File: src/rtl/bcd_pkg.sv
// Shared definitions for the sequential binary-to-BCD converter: digit width,
// FSM encoding and elaboration-time sizing helpers.
package bcd_pkg;

    localparam int BCD_DIGIT_W = 4;

    typedef enum logic [1:0] {
        IDLE   = 2'd0,
        SHIFT  = 2'd1,
        FINISH = 2'd2
    } bcd_state_t;

    // Bits needed to count 0..value-1, never less than one.
    function automatic int clog2(input int value);
        int w;
        w = 1;
        while ((1 << w) < value) begin
            w = w + 1;
        end
        return w;
    endfunction

    // Decimal digits needed to show the largest unsigned bin_w-bit value.
    function automatic int min_digits(input int bin_w);
        longint unsigned max_val;
        int n;
        max_val = (64'd1 << bin_w) - 64'd1;
        n = 1;
        while (max_val >= 64'd10) begin
            max_val = max_val / 64'd10;
            n = n + 1;
        end
        return n;
    endfunction

endpackage

File: src/rtl/bcd_add3_cell.sv
// One BCD digit correction step of double dabble: digits of 5 or more get +3
// so that the following left shift carries correctly into the next digit.
module bcd_add3_cell
    import bcd_pkg::*;
(
    input  logic [BCD_DIGIT_W-1:0] digit_in,
    output logic [BCD_DIGIT_W-1:0] digit_out
);

    always_comb begin
        digit_out = digit_in;
        if (digit_in >= BCD_DIGIT_W'(5)) begin
            digit_out = digit_in + BCD_DIGIT_W'(3);
        end
    end

endmodule

File: src/rtl/bin2bcd_seq.sv
// Sequential binary-to-BCD converter (shift-and-add-3), one input bit per clock,
// with optional signed input, leading-zero blanking and decimal overflow flag.
//
// state  | meaning
// IDLE   | waiting for start; outputs hold the last result
// SHIFT  | one add-3/shift step per cycle, BIN_W cycles in total
// FINISH | publish digits, blank, sign and overflow; done follows
module bin2bcd_seq
    import bcd_pkg::*;
#(
    parameter int BIN_W    = 16,
    parameter int DIGITS   = 5,
    parameter int SIGNED   = 0,
    parameter int BLANK_LZ = 1
) (
    input  logic                          clk,
    input  logic                          reset,
    input  logic                          start,
    input  logic [BIN_W-1:0]              binary_in,
    output logic [BCD_DIGIT_W*DIGITS-1:0] bcd_out,
    output logic [DIGITS-1:0]             blank,
    output logic                          negative,
    output logic                          overflow,
    output logic                          busy,
    output logic                          done
);

    localparam int DIG_W = BCD_DIGIT_W * DIGITS;
    localparam int CNT_W = clog2(BIN_W);
    // When the digit field can hold every input value no carry can leave it.
    localparam bit OVF_POSSIBLE = (DIGITS < min_digits(BIN_W));

    if (BIN_W < 2 || BIN_W > 32) begin : g_bad_bin_w
        $error("bin2bcd_seq: BIN_W=%0d outside 2..32", BIN_W);
    end
    if (DIGITS < 1 || DIGITS > 10) begin : g_bad_digits
        $error("bin2bcd_seq: DIGITS=%0d outside 1..10", DIGITS);
    end

    bcd_state_t         state_q;
    bcd_state_t         state_d;
    logic               load_en;
    logic               shift_en;
    logic               finish_en;
    logic               last_shift;

    logic [DIG_W-1:0]   dig_q;
    logic [DIG_W-1:0]   dig_adj;
    logic [BIN_W-1:0]   bin_q;
    logic [BIN_W-1:0]   mag;
    logic [CNT_W-1:0]   cnt_q;
    logic               in_neg;
    logic               neg_q;
    logic               ovf_q;
    logic [DIGITS-1:0]  blank_nxt;

    // Magnitude is taken at BIN_W bits, so the most negative code maps to 2^(BIN_W-1).
    always_comb begin
        in_neg = (SIGNED != 0) && binary_in[BIN_W-1];
        mag    = in_neg ? (~binary_in + BIN_W'(1)) : binary_in;
    end

    for (genvar i = 0; i < DIGITS; i++) begin : g_add3
        bcd_add3_cell u_add3 (
            .digit_in  (dig_q[BCD_DIGIT_W*i +: BCD_DIGIT_W]),
            .digit_out (dig_adj[BCD_DIGIT_W*i +: BCD_DIGIT_W])
        );
    end

    assign last_shift = (cnt_q == CNT_W'(BIN_W - 1));

    always_ff @(posedge clk) begin
        if (reset) begin
            state_q <= IDLE;
        end else begin
            state_q <= state_d;
        end
    end

    always_comb begin
        state_d   = state_q;
        load_en   = 1'b0;
        shift_en  = 1'b0;
        finish_en = 1'b0;
        busy      = 1'b0;
        case (state_q)
            IDLE: begin
                if (start) begin
                    load_en = 1'b1;
                    state_d = SHIFT;
                end
            end
            SHIFT: begin
                busy     = 1'b1;
                shift_en = 1'b1;
                if (last_shift) begin
                    state_d = FINISH;
                end
            end
            FINISH: begin
                busy      = 1'b1;
                finish_en = 1'b1;
                state_d   = IDLE;
            end
            default: begin
                state_d = IDLE;
            end
        endcase
    end

    // Blank flags scan down from the top digit; digit 0 always stays visible.
    always_comb begin
        logic upper_zero;
        blank_nxt  = '0;
        upper_zero = 1'b1;
        for (int i = DIGITS - 1; i >= 1; i--) begin
            upper_zero   = upper_zero && (dig_q[BCD_DIGIT_W*i +: BCD_DIGIT_W] == '0);
            blank_nxt[i] = upper_zero;
        end
        if (BLANK_LZ == 0) begin
            blank_nxt = '0;
        end
    end

    always_ff @(posedge clk) begin
        if (reset) begin
            dig_q    <= '0;
            bin_q    <= '0;
            cnt_q    <= '0;
            neg_q    <= 1'b0;
            ovf_q    <= 1'b0;
            bcd_out  <= '0;
            blank    <= '0;
            negative <= 1'b0;
            overflow <= 1'b0;
            done     <= 1'b0;
        end else begin
            done <= finish_en;
            if (load_en) begin
                dig_q <= '0;
                bin_q <= mag;
                cnt_q <= '0;
                neg_q <= in_neg;
                ovf_q <= 1'b0;
            end
            if (shift_en) begin
                dig_q <= {dig_adj[DIG_W-2:0], bin_q[BIN_W-1]};
                bin_q <= {bin_q[BIN_W-2:0], 1'b0};
                cnt_q <= cnt_q + CNT_W'(1);
                if (OVF_POSSIBLE && dig_adj[DIG_W-1]) begin
                    ovf_q <= 1'b1;
                end
            end
            if (finish_en) begin
                bcd_out  <= dig_q;
                blank    <= blank_nxt;
                negative <= neg_q;
                overflow <= ovf_q;
            end
        end
    end

endmodule

File: config.mk
export PLATFORM = sky130hd
export DESIGN_NAME = bin2bcd_seq
export DESIGN_NICKNAME = d
export VERILOG_FILES = /design/src/rtl/bcd_pkg.sv /design/src/rtl/bcd_add3_cell.sv /design/src/rtl/bin2bcd_seq.sv
export SDC_FILE = /design/constraint.sdc
export NUM_CORES = 1
export LEC_CHECK = 0
export ABC_AREA = 1
export CAP_MARGIN = 40
export CELL_PAD_IN_SITES_DETAIL_PLACEMENT = 1
export CELL_PAD_IN_SITES_GLOBAL_PLACEMENT = 2
export CORE_MARGIN = 4
export CORE_UTILIZATION = 31
export CTS_CLUSTER_DIAMETER = 40
export DETAILED_ROUTE_END_ITERATION = 16
export PLACE_DENSITY_LB_ADDON = 0.1
export SLEW_MARGIN = 10
export SYNTH_ARGS = -nofsm -noshare
export SYNTH_HDL_FRONTEND = slang
export SYNTH_SLANG_ARGS = --single-unit
export TNS_END_PERCENT = 50
File: constraint.sdc
create_clock -name clk -period 2 [get_ports clk]
set_input_delay 0.4 -clock clk [delete_from_list [all_inputs] [get_ports clk]]
set_output_delay 0.4 -clock clk [all_outputs]
set_load 0.01 [all_outputs]
Word-level counts from Yosys, hierarchy flattened
Cells that the tools add are included.
{ "totals": {"in_bits": 19, "output_inout_bits": 29, "reg_bits": 67, "elab_cells": 55} }
{ "op_classes": {"n_reduce_logical": 12, "n_mux": 19, "addsub": 6, "eq_ne": 5, "magnitude_cmp": 5} }
{ "op_table": {"columns": ["operator", "n"], "rows": [
  ["$mux 20", 2],
  ["$mux 16", 2],
  ["$mux 4", 6],
  ["$ge 4x3->1 const B", 5],
  ["$add 4x2->4 const B", 4],
  ["$logic_not 4->1", 4],
  ["$mux 1", 5],
  ["$add 4x1->4 const B", 1],
  ["$eq 4x4->1 const B", 1],
  ["$mux 2", 2],
  ["$ne 2x2->1 const B", 2],
  ["$pmux 2 s2", 1],
  ["$reduce_or 2->1", 2],
  ["$add 3x2->3 const B", 1],
  ["$logic_and 1x1->1", 3],
  ["$mux 3", 1],
  ["$eq 2x1->1 const B", 1],
  ["$eq 2x2->1 const B", 1],
  ["$logic_not 2->1", 1],
  ["$reduce_and 2->1", 1],
  ["$reduce_bool 2->1", 1]
]} }

Logic depth before layout (Yosys ltp)
Gate-level depths: netlist (run 1).
{ "depth": {"depth_word": 4, "ltp_mapped": 10, "depth_no_buf": 9} }

By module
Synthesis (run 1) repeated with hierarchy kept, for this count alone.
{ "unflattened": {"cells_unflattened": 485, "area_unflattened_um2": 3510.9} }
{ "modules_own_cells": {"columns": ["module", "area_per_inst_um2", "n_inst", "seq_area_each_um2", "cells_per_inst"], "rows": [
  ["bin2bcd_seq", 2835.2, 1, 1341.3, 370],
  ["bcd_add3_cell", 135.1, 5, 0.0, 23]
]} }

Worst setup path before layout (run 1)
No wires, ideal clock.
{ "synth_timing": {"kind": "register -> register", "startpoint": "reg state_q[0]", "endpoint": "reg bin_q[7]", "stages_incl_launch_ff": 10, "path_slack_ns": 0.717, "arrival_ns": 1.173, "path_buffers": 1, "synth_period_minus_slack_ns": 1.283, "setup_time_ns": 0.110, "t_required_ns": 1.890, "cell_sequence": "dfxtp_1 -> inv_1 -> ha_1 -> nand2_2 -> inv_2 -> buf_4 -> nand3_1 -> o221ai_1 -> nand2_1 -> inv_1"} }
{ "synth_between": {"elab_chain_len": 3} }
{ "synth_lines": {"columns": ["element", "line", "rtl"], "rows": [
  ["start: declaration", "bin2bcd_seq.sv:40", "bcd_state_t state_q;"],
  ["start signal: assignment", "bin2bcd_seq.sv:76", "state_q <= state_d;"],
  ["$eq 2x1->1 / $logic_not 2->1 (equally long branches)", "bin2bcd_seq.sv:86", "case (state_q)"],
  ["$mux 1", "bin2bcd_seq.sv:86", null],
  ["$mux 16 / $reduce_bool 2->1 (equally long branches)", null, null],
  ["end signal: assignment", "bin2bcd_seq.sv:141", "bin_q <= mag;"],
  ["end signal: assignment", "bin2bcd_seq.sv:148", "bin_q <= {bin_q[BIN_W-2:0], 1'b0};"],
  ["end: declaration", "bin2bcd_seq.sv:49", "logic [BIN_W-1:0] bin_q;"]
]} }
Parallel ways exist; a longest one is shown, timed or not.
A chain may end at the register's enable or synchronous reset.

Worst setup path after layout (run 1)
{ "layout_timing": {"startpoint": "reg state_q[0]", "endpoint": "out busy"} }
{ "layout_between": {"elab_chain_len": 3} }
{ "layout_lines": {"columns": ["element", "line", "rtl"], "rows": [
  ["$eq 2x1->1 / $eq 2x2->1 (equally long branches)", "bin2bcd_seq.sv:86", null],
  ["$reduce_or 2->1 (no source line) *", null, null],
  ["$mux 1 *", "bin2bcd_seq.sv:86", null],
  ["end: declaration", "bin2bcd_seq.sv:24", "output logic busy,"]
]} }
Every way passes the cells marked *; elsewhere a longest branch is shown, timed or not.

==> results of run 1 <==
==> cells in the mapped netlist, types with 2 or more instances <==
| library cell | n |
|---|---|
| o221ai_1 | 13 |
| dfxtp_1 | 67 |
| nand4_1 | 2 |
| nand3_1 | 42 |
| nor2_1 | 15 |
| clkbuf_1 | 5 |
| o21ai_1 | 2 |
| buf_4 | 4 |
| nor3_1 | 2 |
| inv_1 | 62 |
| o21ai_0 | 32 |
| nand2_1 | 79 |
| ha_1 | 18 |
| buf_6 | 5 |
| a31oi_1 | 2 |
| buf_2 | 9 |
| o211ai_1 | 6 |
| inv_2 | 2 |
| nor2_2 | 2 |
| a21oi_1 | 49 |
==> how the worst max path moves through the flow <==
stage                       startpoint                endpoint  slack, ps  cells after the start
3_5_place_dp                     start  dig_q[15]$_SDFFE_PP0P_        290                      6
3_3_place_gp                     start  dig_q[15]$_SDFFE_PP0P_        320                      6
4_1_cts        state_q[0]$_SDFFE_PP0P_                    busy        230                      3
2_1_floorplan  state_q[0]$_SDFFE_PP0P_   bin_q[7]$_SDFFE_PP0P_        720                      9
5_1_grt        state_q[0]$_SDFFE_PP0P_                    busy        170                      3
6_report       state_q[0]$_SDFFE_PP0P_                    busy        270                      3
==> power groups by stage <==
stage	sequential [mW]	clock, mW	combinational, mW
finish	1.70	1.14	1.61
global route	1.73	1.25	1.83
CTS	1.70	1.18	1.65
detailed placement	1.73	0	1.66
global placement	1.72	0	1.63
floorplan	1.78	0	1.05
==> logic make-up (layout without fill, tap and decap cells) <==
kind of cell / count (synthesis) / after routing / synth area share [%]
AOI/OAI and AO/OA: 105 / 105 / 18.6
xor gates and xnor gates: 1 / 1 / 0.271
adders and majority gates: 18 / 18 / 6.98
buffers and inverters: 90 / 132 / 12.8
DFF: 67 / 67 / 41.6
other: 1 / 3 / 0.116
and+or+nand+nor: 146 / 146 / 19.7
==> placed cells by master, fill, tap and decap left out, drive strengths merged, types with 2 or more instances in the layout <==
cell / instances
o221ai: 13
conb: 3
o211ai: 7
nand3: 42
clkinv: 2
nand4: 2
clkbuf: 13
a21oi: 49
a31oi: 2
nand2: 81
inv: 65
o21ai: 34
nor2: 17
nor3: 2
ha: 18
buf: 7
dfxtp: 67
clkdlybuf4s50: 43
==> critical path: cells and delay by family (launching register included) <==
family,cells,cell delay [ps]
adders and majority gates,1,290
buffers and inverters,2,370
DFF,1,340
==> final cells by class <==
cell class	instances	area share (%)
Sequential cell	67	34.0
Timing Repair Buffer	51	12.8
Tap cell	133	4.22
Clock inverter	2	0.888
Clock buffer	13	4.03
Inverter	66	6.60
Multi-Input combinational cell	273	37.5
==> layer usage <==
layer  part of all wire (%)  wire length [microns]  GRT usage, %  vias to the layer above
li1                       -                      -             -                     1477
met1                     48                   3890          19.0                     1395
met2                     48                   3960          23.8                       32
met3                    2.1                    174          2.74                       12
met4                    1.9                    153          6.14                        0
met5                      0                      0             0                        -
==> flip-flops by register name (all words and copies together) (netlist names) <==
name     count
blank        4
bcd_out     20
dig_q       20
bin_q       16
state_q      2
cnt_q        4
done         1
==> per-stage QoR <==
step	setup WS (ps)	total power, mW	cell area (sq um)	hold WS, ps	util, %
final	271	4.45	3950	469	39.6
after global routing	168	4.81	3950	492	39.6
after CTS	230	4.53	3950	470	39.6
after detailed placement	289	3.39	3750	461	37.7
after global placement	319	3.34	3750	455	37.7
after floorplan	717	2.83	3230	436	-
==> results by group, run 1 <==
Outcome
  • Status: complete, no violations

Global routing
  • Number of global-route vias before repair: 2,880
  • Largest net degree at the start of global routing: 40
  • Global Route Usage Sum: 14.6%
  • Global route overflow: 0
  • Antenna violations before repair: 0
  • Global-route wire length before repair: 14.0 mm

Power
  • Leak: 1.68 nW
  • NetSw: 1.59 mW
  • Clock power frac: 25.6%
  • P_int: 2.86 mW
  • Peak supply drop: 0.526 mV
  • Logic gate share of total power: 36.3%
  • Pwr/cell area: 1130 nW/um^2
  • Switching part of the total: 35.6%
  • Sequential power share: 38.1%

Place
  • Detail Placement HPWL: 5.75 mm
  • Placed cell count: 590
  • IO Port Bufs: 44
  • GP Congestion: 0.721

STA
  • Period minus WS final: 1730 ps
  • RSZ-0062 raised after global routing: no
  • Tcrit/Tclk final: 86.4%
  • Final Max Slew Viols: 0
  • Post-Route Skew: 5.86 ps
  • Final hold violations: 0
  • Setup TNS: 0 ps
  • Achievable Freq: 578 MHz
  • Final number of setup-violating endpoints: 0

CTS
  • Htree depth: 3
  • Post-CTS setup buffers: 0
  • Clock Latency Late Sink: 340 ps
  • CTS Buf Count: 9
  • Hold-fix buffers, CTS: 0
  • Clk Tree Root Cell: clkbuf_8
  • CTS Sinks: 67
  • Clock buffer depth: 2
  • Post-CTS sizing: 1
  • CTS tree: built
  • Clock Pin Slew Worst Setup and Hold Paths: 70 ps

Worst setup path
  • Crit path largest cell delay: 340 ps
  • Kind of critical path: reg2out
  • Setup crit end kind: output port
  • Critical path's slowest cell: dfxtp_1
  • Data arrival time of the worst path: 1330 ps
  • Reg2Reg Capture Point: dig_q[11]$_SDFFE_PP0P_
  • Setup slack, reg-to-reg: 380 ps
  • Reg2reg start: state_q[1]$_SDFFE_PP0P_
  • CP Launch Type: flop
  • Crit path max fanout: 4
  • R2R cell count: 8
  • CP Cell Sequence: inv_1 -> ha_1 -> dlygate4sd2_1
  • Worst Path Required: 1600 ps

Routing
  • Vias per cell: 4.82
  • Drt first pass iters: 4
  • Initial DRC Count: 92
  • DRC: 0
  • Routed WL: 8.18 mm
  • Vias: 2,916
  • Post-route ant nets: 0
  • Drt wl/cell: 13.5 microns

Yosys
  • Post-synth EDFFs: 0
  • Yosys warns: 0
  • Synth top area cells: dfxtp_1 42%, nand2_1 9.2%, a21oi_1 7.6%
  • Register area share after synthesis: 41.6%
  • Netlist cell types: 30
  • Mean cell area of the mapped netlist: 7.54 sq um
  • Synthesized area: 3230 sq um
  • Cell count after synthesis: 428
  • Ys async rst share: 0%
  • Synth top area share: 41.6%
  • Area leader, netlist: dfxtp_1
  • Seq cells post-synth: 67
  • Predominant post-synthesis flop cell: dfxtp_1

Min path
  • Hold Path Stages: 2
  • HP Start: dig_q[17]$_SDFFE_PP0P_
  • Worst hold endpoint: dig_q[17]$_SDFFE_PP0P_
  • Worst min-delay path class: reg2reg

Floorplanning
  • Die Area: 12,100 sq um
  • Total I/O pin count: 48
  • Area of the core: 9950 sq um
  • Die Wd: 110 microns
  • Site Rows: 36
  • Chip height: 110 microns
  • Starting Density: 32.4%

Finish
  • Fillers: 1,237
  • Share of cells above drive strength 1: 6.57%
  • Register Area: 1340 sq um
  • Finished Layout Cells: 605
  • ANT cells: 0
  • Number of nets in the layout: 505
  • Layout area overhead: 22.3%
  • Area of the multi-input gates: 1480 sq um

Flow run
  • Number of max-cap violations: 0
Note: power is estimated with default switching activity, not from simulation.
==> inputs of run 2 (changes only) <==
--- a/config.mk
+++ b/config.mk
@@ -12,8 +12,10 @@
 export CORE_MARGIN = 4
 export CORE_UTILIZATION = 31
 export CTS_CLUSTER_DIAMETER = 40
+export CTS_CLUSTER_SIZE = 8
 export DETAILED_ROUTE_END_ITERATION = 16
 export PLACE_DENSITY_LB_ADDON = 0.1
+export SETUP_SLACK_MARGIN = 0.02
 export SLEW_MARGIN = 10
 export SYNTH_ARGS = -nofsm -noshare
 export SYNTH_HDL_FRONTEND = slang
==> results of run 2 <==
Final layout, timing and power as in run 1 (identical DEF).
==> inputs of run 3 (changes only) <==
--- a/config.mk
+++ b/config.mk
@@ -11,7 +11,7 @@
 export CELL_PAD_IN_SITES_GLOBAL_PLACEMENT = 2
 export CORE_MARGIN = 4
 export CORE_UTILIZATION = 31
-export CTS_CLUSTER_DIAMETER = 40
+export CTS_CLUSTER_DIAMETER = 80
 export CTS_CLUSTER_SIZE = 8
 export DETAILED_ROUTE_END_ITERATION = 16
 export PLACE_DENSITY_LB_ADDON = 0.1
==> results of run 3 <==
Final layout, timing and power as in run 1 (identical DEF).
